## src/rtl/regbank16_32bit_wr.sv

```systemverilog
// regbank16_32bit_wr
// Write side of a 16-entry register bank. Each entry drives its own
// output (out0..out15) straight into the downstream 16:1 read mux.
// A two-state engine (IDLE / CLEAR) either takes single-cycle writes
// or zeroes the bank one entry per cycle while busy is high.

module regbank16_32bit_wr #(
  parameter int WIDTH     = 32,
  parameter bit ZERO_REG0 = 1'b1
) (
  input  logic             clk,
  input  logic             reset_n,
  input  logic             wr_en,
  input  logic [3:0]       wr_sel,
  input  logic [WIDTH-1:0] wr_data,
  input  logic             clr_req,
  output logic             wr_ack,
  output logic             busy,
  output logic [WIDTH-1:0] out0,
  output logic [WIDTH-1:0] out1,
  output logic [WIDTH-1:0] out2,
  output logic [WIDTH-1:0] out3,
  output logic [WIDTH-1:0] out4,
  output logic [WIDTH-1:0] out5,
  output logic [WIDTH-1:0] out6,
  output logic [WIDTH-1:0] out7,
  output logic [WIDTH-1:0] out8,
  output logic [WIDTH-1:0] out9,
  output logic [WIDTH-1:0] out10,
  output logic [WIDTH-1:0] out11,
  output logic [WIDTH-1:0] out12,
  output logic [WIDTH-1:0] out13,
  output logic [WIDTH-1:0] out14,
  output logic [WIDTH-1:0] out15
);

  localparam int NUM_ENTRIES = 16;

  typedef enum logic {
    S_IDLE  = 1'b0,
    S_CLEAR = 1'b1
  } state_t;

  state_t           state_q, state_d;
  logic [3:0]       idx_q, idx_d;
  logic             wr_ack_q, wr_ack_d;
  logic             busy_q, busy_d;
  logic [WIDTH-1:0] mem_q [NUM_ENTRIES];
  logic [WIDTH-1:0] mem_d [NUM_ENTRIES];

  // Next-state logic: accept a write, start a clear, or step the clear.
  always_comb begin
    // NOTE: every signal gets a default before the case so no path leaves
    // it unassigned; an unassigned path in always_comb infers a latch.
    state_d  = state_q;
    idx_d    = idx_q;
    mem_d    = mem_q;
    wr_ack_d = 1'b0;

    case (state_q)
      S_IDLE: begin
        if (clr_req) begin
          // A clear request wins over a same-edge write; the write is lost
          // and no acknowledge is produced.
          state_d = S_CLEAR;
          idx_d   = 4'd0;
        end else if (wr_en) begin
          mem_d[wr_sel] = wr_data;
          wr_ack_d      = 1'b1;
        end
      end

      S_CLEAR: begin
        // One entry per cycle; inputs are ignored until the sweep ends.
        mem_d[idx_q] = '0;
        idx_d        = idx_q + 4'd1;
        if (idx_q == 4'd15) begin
          state_d = S_IDLE;
        end
      end

      default: begin
        state_d = S_IDLE;
        idx_d   = 4'd0;
      end
    endcase

    // Entry 0 reads as constant zero in this configuration; writes to it
    // are still acknowledged above but the data never lands.
    if (ZERO_REG0) begin
      mem_d[0] = '0;
    end

    busy_d = (state_d == S_CLEAR);
  end

  // Control state: FSM, clear index and the registered status outputs.
  always_ff @(posedge clk or negedge reset_n) begin
    if (!reset_n) begin
      state_q  <= S_IDLE;
      idx_q    <= 4'd0;
      wr_ack_q <= 1'b0;
      busy_q   <= 1'b0;
    end else begin
      // NOTE: non-blocking assignments here so every flop samples the
      // pre-edge value of its neighbours, exactly like the hardware.
      state_q  <= state_d;
      idx_q    <= idx_d;
      wr_ack_q <= wr_ack_d;
      busy_q   <= busy_d;
    end
  end

  // Register storage: all 16 entries update together from mem_d.
  always_ff @(posedge clk or negedge reset_n) begin
    if (!reset_n) begin
      // NOTE: this storage is reset because every entry is a visible output
      // that must read zero after reset; a RAM-style array would not be.
      for (int i = 0; i < NUM_ENTRIES; i++) begin
        mem_q[i] <= '0;
      end
    end else begin
      for (int i = 0; i < NUM_ENTRIES; i++) begin
        mem_q[i] <= mem_d[i];
      end
    end
  end

  assign wr_ack = wr_ack_q;
  assign busy   = busy_q;

  assign out0  = mem_q[0];
  assign out1  = mem_q[1];
  assign out2  = mem_q[2];
  assign out3  = mem_q[3];
  assign out4  = mem_q[4];
  assign out5  = mem_q[5];
  assign out6  = mem_q[6];
  assign out7  = mem_q[7];
  assign out8  = mem_q[8];
  assign out9  = mem_q[9];
  assign out10 = mem_q[10];
  assign out11 = mem_q[11];
  assign out12 = mem_q[12];
  assign out13 = mem_q[13];
  assign out14 = mem_q[14];
  assign out15 = mem_q[15];

endmodule

```

## config.mk

```make
export PLATFORM = sky130hd
export DESIGN_NAME = regbank16_32bit_wr
export DESIGN_NICKNAME = d
export VERILOG_FILES = /design/src/rtl/regbank16_32bit_wr.sv
export SDC_FILE = /design/constraint.sdc
export NUM_CORES = 1
export LEC_CHECK = 0
export CORE_AREA = 4 4 248 250
export DETAILED_ROUTE_END_ITERATION = 16
export DIE_AREA = 0 0 252 254
export SYNTH_ARGS = -nofsm -noshare
export SYNTH_HDL_FRONTEND = slang
export SYNTH_SLANG_ARGS = --single-unit
```

## constraint.sdc

```tcl
create_clock -name clk -period 1.66 [get_ports clk]
set_input_delay 0.166 -clock clk [delete_from_list [all_inputs] [get_ports clk]]
set_output_delay 0.166 -clock clk [all_outputs]
set_load 0.005 [all_outputs]
```

==> impl_metrics.csv <==
group,metric,value,unit
run_status,status,"finished, final reports clean",
floorplan,coreArea,59000,µm²
placement,place_congestion,0.831,
placement,place_area,27400,µm²
global_route,grt_overflow_total,0,
synthesis,yosysWarnings,0,
worst_setup_path,cp_slowest_cell,"dfrtp_2",
floorplan,die_area,64000,µm²
synthesis,synth_top_area_frac,0.593,
floorplan,start_util,0.348,
clock_network,cts_tree,"yes",
detailed_routing,drc,0,
floorplan,core.rowCount,89,
synthesis,yosys-top-cells-count,"dfrtp_1 (486), mux2i_1 (480), nand2_1 (454)",
worst_setup_path,cp-start-kind,"flip-flop",
pwr,clkPwrFrac,0.240,
worst_setup_path,critical_path_required,2.16,ns
clock_network,cts.htree.levels,2,
pwr,swShare,0.335,
synthesis,synthTopCellsByArea,"dfrtp_1 (59%), mux2i_1 (23%), nand2_1 (8.3%)",
detailed_routing,vias,15100,
synthesis,synthArstFlopShare,1.00,
clock_network,clock_path_buffers,3,
worst_setup_path,cp.depth,4,
worst_setup_path,worstPathArrival,2.14,ns
pwr,power.switching,17.4,mW
worst_setup_path,cp_top_family,"simple AND/OR/NAND/NOR gates",
pwr,ir_drop,0.868,mV
sta,layout_min_cycle_time,1.64,ns
worst_setup_path,regToRegStartpoint,"busy",
synthesis,synth_edf_count,0,
sta,setup_viol,0,
worst_setup_path,rrSetupSlack,0.02,ns
global_route,grt_pass1_vias,15900,
detailed_routing,wl_per_cell,24.3,µm
clock_network,clock-sinks,486,
sta,fmax,0.609,GHz
synthesis,synth.most_common_cell,"dfrtp_1",
worst_setup_path,crit_path_cell_trace,"nand4b_4, nor4b_4, clkbuf_16, mux2i_1",
sta,skew,0.0210,ns
synthesis,synth_area_per_cell,12.0,µm²
pwr,total_power,51.9,mW
worst_setup_path,end_kind,"flip-flop",
sta,slew_headroom,0.643,
clock_network,clk_latency,0.59,ns
worst_setup_path,criticalPathCategory,"flip-flop to flip-flop",
pwr,cellLeakagePower,18.2,nW
job,cap_violations,0,
clock_network,path_clk_slew,0.06,ns
global_route,antenna_found_initial,0,
worst_hold_path,hold_class,"primary input to asynchronous set/reset pin",
synthesis,synth_seq_area_share,0.593,
synthesis,syn_area,20500,µm²
detailed_routing,vias_per_cell,4.82,
layout,layout.core_utilization,0.496,
global_route,grt_pass1_wl,109000,µm
sta,hold_violations,0,
detailed_routing,dr.pass1.iters,4,
detailed_routing,ant_nets,0,
placement,dp_hpwl,53200,µm
pwr,power_frac_seq,0.399,
synthesis,ys_ff_latch,486,
sta,fin_crit_sh,0.989,
synthesis,ys_types,36,
clock_network,root_buffer,"clkbuf_16",
synthesis,synth_cells,1706,
worst_setup_path,worstReg2RegEnd,"out7[28]",
detailed_routing,drt_wl_total,75900,µm
floorplan,fp.dieH,254,µm
global_route,grt_use_total,0.228,
worst_setup_path,max_stage_delay,0.44,ns
pwr,p_comb_frac,0.362,
global_route,grt_max_degree,74,
clock_network,numCtsBuffers,53,
placement,port_buffers,521,
worst_setup_path,path_max_fanout,32,
synthesis,yosys.area.top_type,"dfrtp_1",
sta,rsz0062_at_grt,"true",
layout,nets,2357,
layout,layout-drive-gt1-share,0.118,
layout,fin_area,29300,µm²
worst_setup_path,path_buf_inv,1,
pwr,p_int,34.5,mW
sta,worst_slew_pin_slew,0.534,ns
pwr,powerDensity,1780,nW/µm²
synthesis,ys.flop_type,"dfrtp_1",
worst_setup_path,worst-r2r-cell-count,4,
floorplan,die_w,252,µm
detailed_routing,first_iter_violations,616,
layout,area_delta_synth_final,42.6,%
floorplan,ios,554,
sta,drv_slew,0,
## logic make-up after synthesis
| kind of cell | after synthesis | share of synthesized area |
|---|---|---|
| other | 1 | 0.000183 |
| adder cells (fa/ha/maj) | 6 | 0.00366 |
| AND/OR/NAND/NOR | 525 | 0.114 |
| AO/OA/AOI/OAI | 5 | 0.00171 |
| buffers and inverters | 201 | 0.0530 |
| flip-flops | 486 | 0.593 |
| multiplexers | 480 | 0.234 |
| XOR/XNOR | 2 | 0.000854 |
## sequential cells by signal (all words and copies together) (netlist names), 4 cells and up
signal	count
out3	32
out15	32
out6	32
out4	32
out1	32
out8	32
out5	32
out13	32
out9	32
out7	32
out11	32
idx_q	4
out10	32
out12	32
out2	32
out14	32
## power by group through the flow
stage,registers [mW],clock network [mW],logic (mW)
6_report,20.7,12.4,18.8
5_1_grt,21.3,13.2,20.5
4_1_cts,20.7,12.7,19.0
3_5_place_dp,21.0,0,21.5
3_3_place_gp,20.9,0,21.1
2_1_floorplan,20.7,0,6.07
## routing by layer
layer	GRT usage	share of wire	wire length (µm)
met1	0.290	0.42	32000
met2	0.385	0.49	36900
met3	0.0599	0.064	4830
met4	0.0684	0.029	2170
met5	0	0	0
## worst reg2reg max path, stage by stage, from the launching register on
cell,delay (ns)
dfrtp_2,0.44
nand4b_4,0.21
nor4b_4,0.31
clkbuf_16,0.33
mux2i_1,0.27
## stage by stage
step	TNS (ns)	hold WS (ns)	setup slack (ns)	std cells
floorplan	0	-0.130	0.125	1737
global placement	-95.55	0.112	-0.291	2989
detailed placement	-101.26	0.113	-0.334	2989
CTS	-0.0958	0.0929	-0.0958	3115
global route	-1.17	0.118	-0.0680	3128
finish	0	0.116	0.0176	3129
## worst max-delay path by stage
stage | slack, ns | start | to
floorplan | 0.13 | busy | out1[0]
global placement | -0.29 | wr_sel[1] | out15[8]
detailed placement | -0.33 | wr_sel[1] | out15[21]
CTS | -0.1 | busy | busy
global route | -0.07 | busy | out7[12]
finish | 0.02 | busy | out7[28]
## cells in the final DEF, fill, tap and decap left out, types with 3 or more instances in the layout
cell,instances
clkinv_2,4
nand2_2,4
dlygate4sd2_1,381
bufinv_16,7
clkdlybuf4s50_1,98
conb_1,32
clkbuf_8,11
nand4b_1,8
buf_12,41
nand4b_4,5
dfrtp_1,483
dfrtp_2,3
ha_1,6
nand2_1,450
dlymetal6s2s_1,40
buf_6,9
buf_4,109
nand4_1,4
clkbuf_16,56
clkbuf_1,15
and4bb_2,3
inv_1,33
mux2i_1,480
nand2b_1,33
clkinvlp_4,5
## what timing repair did
| item | 4_1_cts | 5_1_grt |
|---|---|---|
| buffers inserted | 25 | 11 |
| endpoints found under the hold margin | 486 | 0 |
| hold buffers | 1 | 0 |
| pin swaps | 0 | 1 |
| endpoints found under the setup margin | 463 | 273 |
| gates cloned | 1 | 2 |
| gates resized for setup | 386 | 60 |
## layout make-up
cell class	count	area (µm²)
fill	5416	29800
sequential	486	12200
multi-input combinational	1050	7450
timing repair buffer	686	6710
clock buffer	79	1530
tap	773	967
clock inverter	20	303
inverter	34	128
antenna	1	2.50
(Power assumes the default switching activity.)
